<file path="config.mk">
export PLATFORM = sky130hd
export DESIGN_NAME = nibble_serial_adder
export DESIGN_NICKNAME = d
export VERILOG_FILES = /design/src/rtl/nibble_serial_adder.sv
export SDC_FILE = /design/constraint.sdc
export NUM_CORES = 1
export LEC_CHECK = 0
export ABC_AREA = 0
export CAP_MARGIN = 20
export CORE_MARGIN = 2
export CORE_UTILIZATION = 42
export CTS_CLUSTER_SIZE = 30
export DETAILED_ROUTE_END_ITERATION = 6
export DONT_BUFFER_PORTS = 1
export PLACE_DENSITY_LB_ADDON = 0.08
export SYNTH_ARGS = -nofsm -noshare
export SYNTH_HDL_FRONTEND = slang
export SYNTH_HIERARCHICAL = 1
export SYNTH_SLANG_ARGS = --single-unit
</file>
<file path="constraint.sdc">
create_clock -name clk -period 5.6 [get_ports clk]
set_input_delay 1.12 -clock clk [delete_from_list [all_inputs] [get_ports clk]]
set_output_delay 1.12 -clock clk [all_outputs]
set_load 0.01 [all_outputs]
</file>
<file path="src/rtl/nibble_serial_adder.sv">
// nibble_serial_adder: W-bit adder (W = 4*NIBBLES) that reuses one 4-bit
// ripple_adder over NIBBLES cycles, least-significant slice first.
// Ports:
//   clk, rst_n            clock, async active-low reset
//   in_valid / in_ready   operand handshake (a, b, cin taken in IDLE only)
//   a, b, cin             operands and carry-in
//   out_valid / out_ready result handshake (held in DONE until accepted)
//   sum, cout             registered result, held until the next completion
//   busy                  an accepted operation has not yet been handed off

// 4-bit ripple-carry adder used as the per-slice arithmetic unit.
module ripple_adder (
    input  logic [3:0] X,
    input  logic [3:0] Y,
    input  logic       Z,
    output logic [3:0] S,
    output logic       Co
);
    logic c;

    always_comb begin
        c = Z;
        S = '0;
        for (int i = 0; i < 4; i++) begin
            S[i] = X[i] ^ Y[i] ^ c;
            c    = (X[i] & Y[i]) | (c & (X[i] ^ Y[i]));
        end
        Co = c;
    end
endmodule

module nibble_serial_adder #(
    parameter int unsigned NIBBLES = 4
) (
    input  logic                   clk,
    input  logic                   rst_n,
    input  logic                   in_valid,
    output logic                   in_ready,
    input  logic [4*NIBBLES-1:0]   a,
    input  logic [4*NIBBLES-1:0]   b,
    input  logic                   cin,
    output logic                   out_valid,
    input  logic                   out_ready,
    output logic [4*NIBBLES-1:0]   sum,
    output logic                   cout,
    output logic                   busy
);
    localparam int unsigned W     = 4 * NIBBLES;
    localparam int unsigned IDX_W = (NIBBLES > 1) ? $clog2(NIBBLES) : 1;
    localparam int unsigned SH_W  = IDX_W + 2;
    localparam logic [IDX_W-1:0] LAST_IDX = IDX_W'(NIBBLES - 1);

    typedef enum logic [1:0] {
        IDLE = 2'd0,
        RUN  = 2'd1,
        DONE = 2'd2
    } state_t;

    state_t           state;
    state_t           state_nxt;
    logic [IDX_W-1:0] idx;
    logic [W-1:0]     a_lat;
    logic [W-1:0]     b_lat;
    logic             cin_lat;
    logic             carry;
    logic [W-1:0]     partial;

    logic             accept;
    logic             last;
    logic [SH_W-1:0]  sh;
    logic [3:0]       slice_x;
    logic [3:0]       slice_y;
    logic             slice_z;
    logic [3:0]       slice_s;
    logic             slice_co;
    logic [W-1:0]     partial_nxt;

    // State register
    always_ff @(posedge clk or negedge rst_n) begin
        if (!rst_n) begin
            state <= IDLE;
        end else begin
            state <= state_nxt;
        end
    end

    // Next-state logic
    always_comb begin
        state_nxt = state;
        case (state)
            IDLE:    if (in_valid)  state_nxt = RUN;
            RUN:     if (last)      state_nxt = DONE;
            DONE:    if (out_ready) state_nxt = IDLE;
            default:                state_nxt = IDLE;
        endcase
    end

    assign accept = (state == IDLE) && in_valid;
    assign last   = (idx == LAST_IDX);

    // Slice select: bit offset of the current nibble
    assign sh      = {idx, 2'b00};
    assign slice_x = 4'(a_lat >> sh);
    assign slice_y = 4'(b_lat >> sh);
    assign slice_z = (idx == '0) ? cin_lat : carry;

    ripple_adder u_ripple (
        .X  (slice_x),
        .Y  (slice_y),
        .Z  (slice_z),
        .S  (slice_s),
        .Co (slice_co)
    );

    // Partial result with the current slice merged in, so the final load
    // includes the top nibble computed in the same cycle.
    assign partial_nxt = (partial & ~(W'(4'hF) << sh)) | (W'(slice_s) << sh);

    // Datapath registers
    always_ff @(posedge clk or negedge rst_n) begin
        if (!rst_n) begin
            idx     <= '0;
            a_lat   <= '0;
            b_lat   <= '0;
            cin_lat <= 1'b0;
            carry   <= 1'b0;
            partial <= '0;
            sum     <= '0;
            cout    <= 1'b0;
        end else if (accept) begin
            a_lat   <= a;
            b_lat   <= b;
            cin_lat <= cin;
            idx     <= '0;
        end else if (state == RUN) begin
            partial <= partial_nxt;
            carry   <= slice_co;
            idx     <= idx + IDX_W'(1);
            if (last) begin
                sum  <= partial_nxt;
                cout <= slice_co;
            end
        end
    end

    // Handshake flags decoded directly from the state register
    assign in_ready  = (state == IDLE);
    assign out_valid = (state == DONE);
    assign busy      = (state != IDLE);

endmodule

</file>
==> flow_summary.json <==
{
  "critical_path_arrival_ps": 3990,
  "finalSetupViolations": 0,
  "clock_latency_ps": 350,
  "synth_area_um2": 3360,
  "cts_setup_buffers": 0,
  "min_period_ps": 3720,
  "core_um2": 7730,
  "vias_in_the_first_global_route": 1949,
  "die-height_um": 93.4,
  "swShare": 0.408,
  "buffer_ports.inserted": 0,
  "antenna_cells": 0,
  "cts_root_buf": "sky130_fd_sc_hd__clkbuf_8",
  "worstMarginPinSlew_ps": 794,
  "routed-via-count": 1881,
  "stdcell_area_um2": 3590,
  "design.final.nets": 297,
  "synth.top_cells.by_area": "sky130_fd_sc_hd__dfrtp_1, sky130_fd_sc_hd__mux2_4, sky130_fd_sc_hd__mux4_2",
  "detail_route.iter0.violations": 55,
  "clock-sinks": 71,
  "power_frac_comb": 0.487,
  "max_freq_mhz": 269,
  "final_min_period_over_clock_period": 0.665,
  "finClkSkew_ps": 12.9,
  "power_report.internal_total_mw": 1.61,
  "max-cap-violations": 0,
  "layout.core_utilization": 0.465,
  "post-dp-hpwl_um": 4150,
  "power-per-cell-area_nw_per_um2": 756,
  "clock_tree_from_tritoncts": "yes",
  "layout.cells.non_filler": 358,
  "crit_fanout": 17,
  "critical-path-slowest-cell": "sky130_fd_sc_hd__dfrtp_1",
  "slew_violations": 0,
  "crit_path_start_kind": "flop",
  "status": "finished clean",
  "routed_via_density": 5.25,
  "route.detailed.wl_per_inst_um": 17.8,
  "worst-setup-path-type": "flop to flop",
  "ys_types": 27,
  "area_delta_synth_final_pct": 7.04,
  "clock_transition_at_the_registers_of_the_reported_paths_ps": 80,
  "grt_use_total": 0.162,
  "sequentialPowerShare": 0.354,
  "synth-edff-count": 0,
  "placement.cell_area_um2": 3390,
  "cts-buffers-inserted": 9,
  "drt_pass1_iterations": 6,
  "postSynth.topFlopCell": "sky130_fd_sc_hd__dfrtp_1",
  "max_slew_margin": 0.471,
  "wirelength_um": 6360,
  "pre_cts_ws_ps": 1890,
  "timing.final.hold_violations": 0,
  "switching_power_mw": 1.11,
  "globalRouteOverflowTotal": 0,
  "grt_setup_unrepaired": "no",
  "post-route-drc-count": 0,
  "fp.dieArea_um2": 8730,
  "initial_utilization": 0.435,
  "antenna_found_initial": 0,
  "timing.critical_path.slowest_cell_delay_ps": 860,
  "cpLargestDelayFamily": "adder cells",
  "floorplan.rows": 32,
  "routabilityCongestion": 0.710,
  "fin_hold_ws_ps": 453,
  "timing.critical_path.required_ps": 5870,
  "largest_net_degree_at_the_start_of_global_routing": 72,
  "post_cts_resize_count": 0,
  "power_leakage_nw": 1.61,
  "syn-instance-count": 257,
  "placed_cells_incl_taps": 342,
  "cts_hold_buf": 0,
  "cts-root-to-sink-buffers": 2,
  "netlist.area_leader.share": 0.529,
  "ratio_of_cells_with_drive_above_1_in_the_final_layout": 0.242,
  "dieWidth_um": 93.4,
  "route.antenna.remaining_nets": 0,
  "irDropWorstVdd_uv": 356,
  "synth-seq-area-share": 0.529,
  "synth_area_leader_cell": "sky130_fd_sc_hd__dfrtp_1",
  "yosys_warnings": 6,
  "setup_slack_ps": 1880,
  "cts-htree-levels": 3,
  "share_clk_of_total_power": 0.158,
  "grt_first_pass_wirelength_um": 10600,
  "worstPathCellList": "inv_1, ha_1, mux2_2, fa_1, inv_1, fa_1, inv_1, fa_1, inv_1, fa_1, inv_1, a21oi_1, o21ai_0",
  "post_synth.cell_area_avg_um2": 13.1,
  "category_of_the_worst_setup_path_capture_point": "flop",
  "cp.buffers_inverters": 5,
  "post-layout-total-power_mw": 2.72,
  "mappedNetlistNets": 303,
  "top_level_ports": 57,
  "timing.hold.worst.class": "input port to async pin",
  "final.setup.tns_ps": 0,
  "ys_async_sr_fraction": 1.00,
  "worst_path_most_repeated_cell": "sky130_fd_sc_hd__inv_1",
  "ys_ff_latch": 71
}
-- cells in the mapped netlist (all sizes together), types with 2 or more instances --
cell type,n
nand2b,2
a21oi,12
clkbuf,10
ha,5
o21ai,18
nand2,26
dfrtp,71
inv,15
and2,2
nor2,2
mux4,8
buf,9
a22oi,4
mux2,35
fa,4
nor2b,15
a32o,16
-- worst reg2reg max path, delay by kind of cell (launching register included) --
family,cells,cell delay (ps)
buffers and inverters,5,640
multiplexers,1,310
AO/OA/AOI/OAI,2,260
flip-flops,1,860
adder cells (fa/ha/maj),5,1580
-- cell type report --
type | instances | area [um^2]
fillers | 711 | 4130
inverters | 15 | 56.3
multi-input cells | 152 | 1410
well taps | 102 | 128
flip-flops and latches | 71 | 1780
repair buffers | 2 | 15.0
clock buffers | 13 | 169
clock inverters | 3 | 40.0
-- power by group through the flow --
stage                     sequential, mW  clock [mW]  combinational, mW
final                              0.964       0.430               1.33
after global routing                1.01       0.466               1.49
after CTS                          0.971       0.442               1.35
after detailed placement           0.980           0               1.34
after global placement             0.975           0               1.34
after floorplan                    0.891           0               1.15
-- sequential cells by signal, indices dropped and copies added, names as in the netlist --
signal   count
a_lat       16
b_lat       16
carry        1
cin_lat      1
cout         1
idx          2
partial     16
state        2
sum         16
-- cell families (layout without fill, tap and decap cells) --
kind of cell / count (synthesis) / after routing / synth area share
AO/OA/AOI/OAI: 52 / 52 / 0.106
adder cells (fa/ha/maj): 9 / 9 / 0.0425
buffers and inverters: 34 / 33 / 0.0510
flip-flops: 71 / 71 / 0.529
multiplexers: 43 / 43 / 0.201
AND/OR/NAND/NOR: 48 / 48 / 0.0704
-- cells in the final DEF (no fill, tap or decap) --
cell type,instances
sky130_fd_sc_hd__dfrtp_1,71
sky130_fd_sc_hd__mux2_4,27
sky130_fd_sc_hd__nand3b_1,1
sky130_fd_sc_hd__o21ai_0,18
sky130_fd_sc_hd__fa_1,4
sky130_fd_sc_hd__inv_1,15
sky130_fd_sc_hd__clkinv_2,2
sky130_fd_sc_hd__a21oi_1,12
sky130_fd_sc_hd__ha_1,5
sky130_fd_sc_hd__nor2_2,1
sky130_fd_sc_hd__nand2_1,26
sky130_fd_sc_hd__nor2_1,1
sky130_fd_sc_hd__mux4_2,8
sky130_fd_sc_hd__and2_1,1
sky130_fd_sc_hd__buf_4,2
sky130_fd_sc_hd__and2_4,1
sky130_fd_sc_hd__clkbuf_8,12
sky130_fd_sc_hd__a32o_1,16
sky130_fd_sc_hd__clkbuf_1,1
sky130_fd_sc_hd__o21bai_1,1
sky130_fd_sc_hd__nand2b_1,2
sky130_fd_sc_hd__a22oi_1,4
sky130_fd_sc_hd__o31ai_1,1
sky130_fd_sc_hd__mux2_2,8
sky130_fd_sc_hd__bufinv_16,1
sky130_fd_sc_hd__nor2b_1,15
-- path summary, 6_finish.rpt --
path | startpoint | end | slack [ps] | depth (start not counted)
worst max-delay path | idx[0]$_DFFE_PN0P_ | sum[11]$_DFFE_PN0P_ | 1880 | 13
worst min-delay path | rst_n | sum[0]$_DFFE_PN0P_ | 450 | 0
worst max register to register | idx[0]$_DFFE_PN0P_ | sum[11]$_DFFE_PN0P_ | 1880 | 13
worst min register to register | partial[8]$_DFFE_PN0P_ | partial[8]$_DFFE_PN0P_ | 480 | 1
max in group asynchronous | rst_n | b_lat[0]$_DFFE_PN0P_ | 5020 | 0
min in group clk | partial[8]$_DFFE_PN0P_ | partial[8]$_DFFE_PN0P_ | 480 | 1
-- metal layers --
metal,up-vias,GRT usage,share of wire
li1,895,-,-
met1,933,0.224,0.48
met2,47,0.233,0.46
met3,6,0.0467,0.049
met4,0,0.0772,0.014
met5,-,0,0
(Power assumes the default switching activity.)
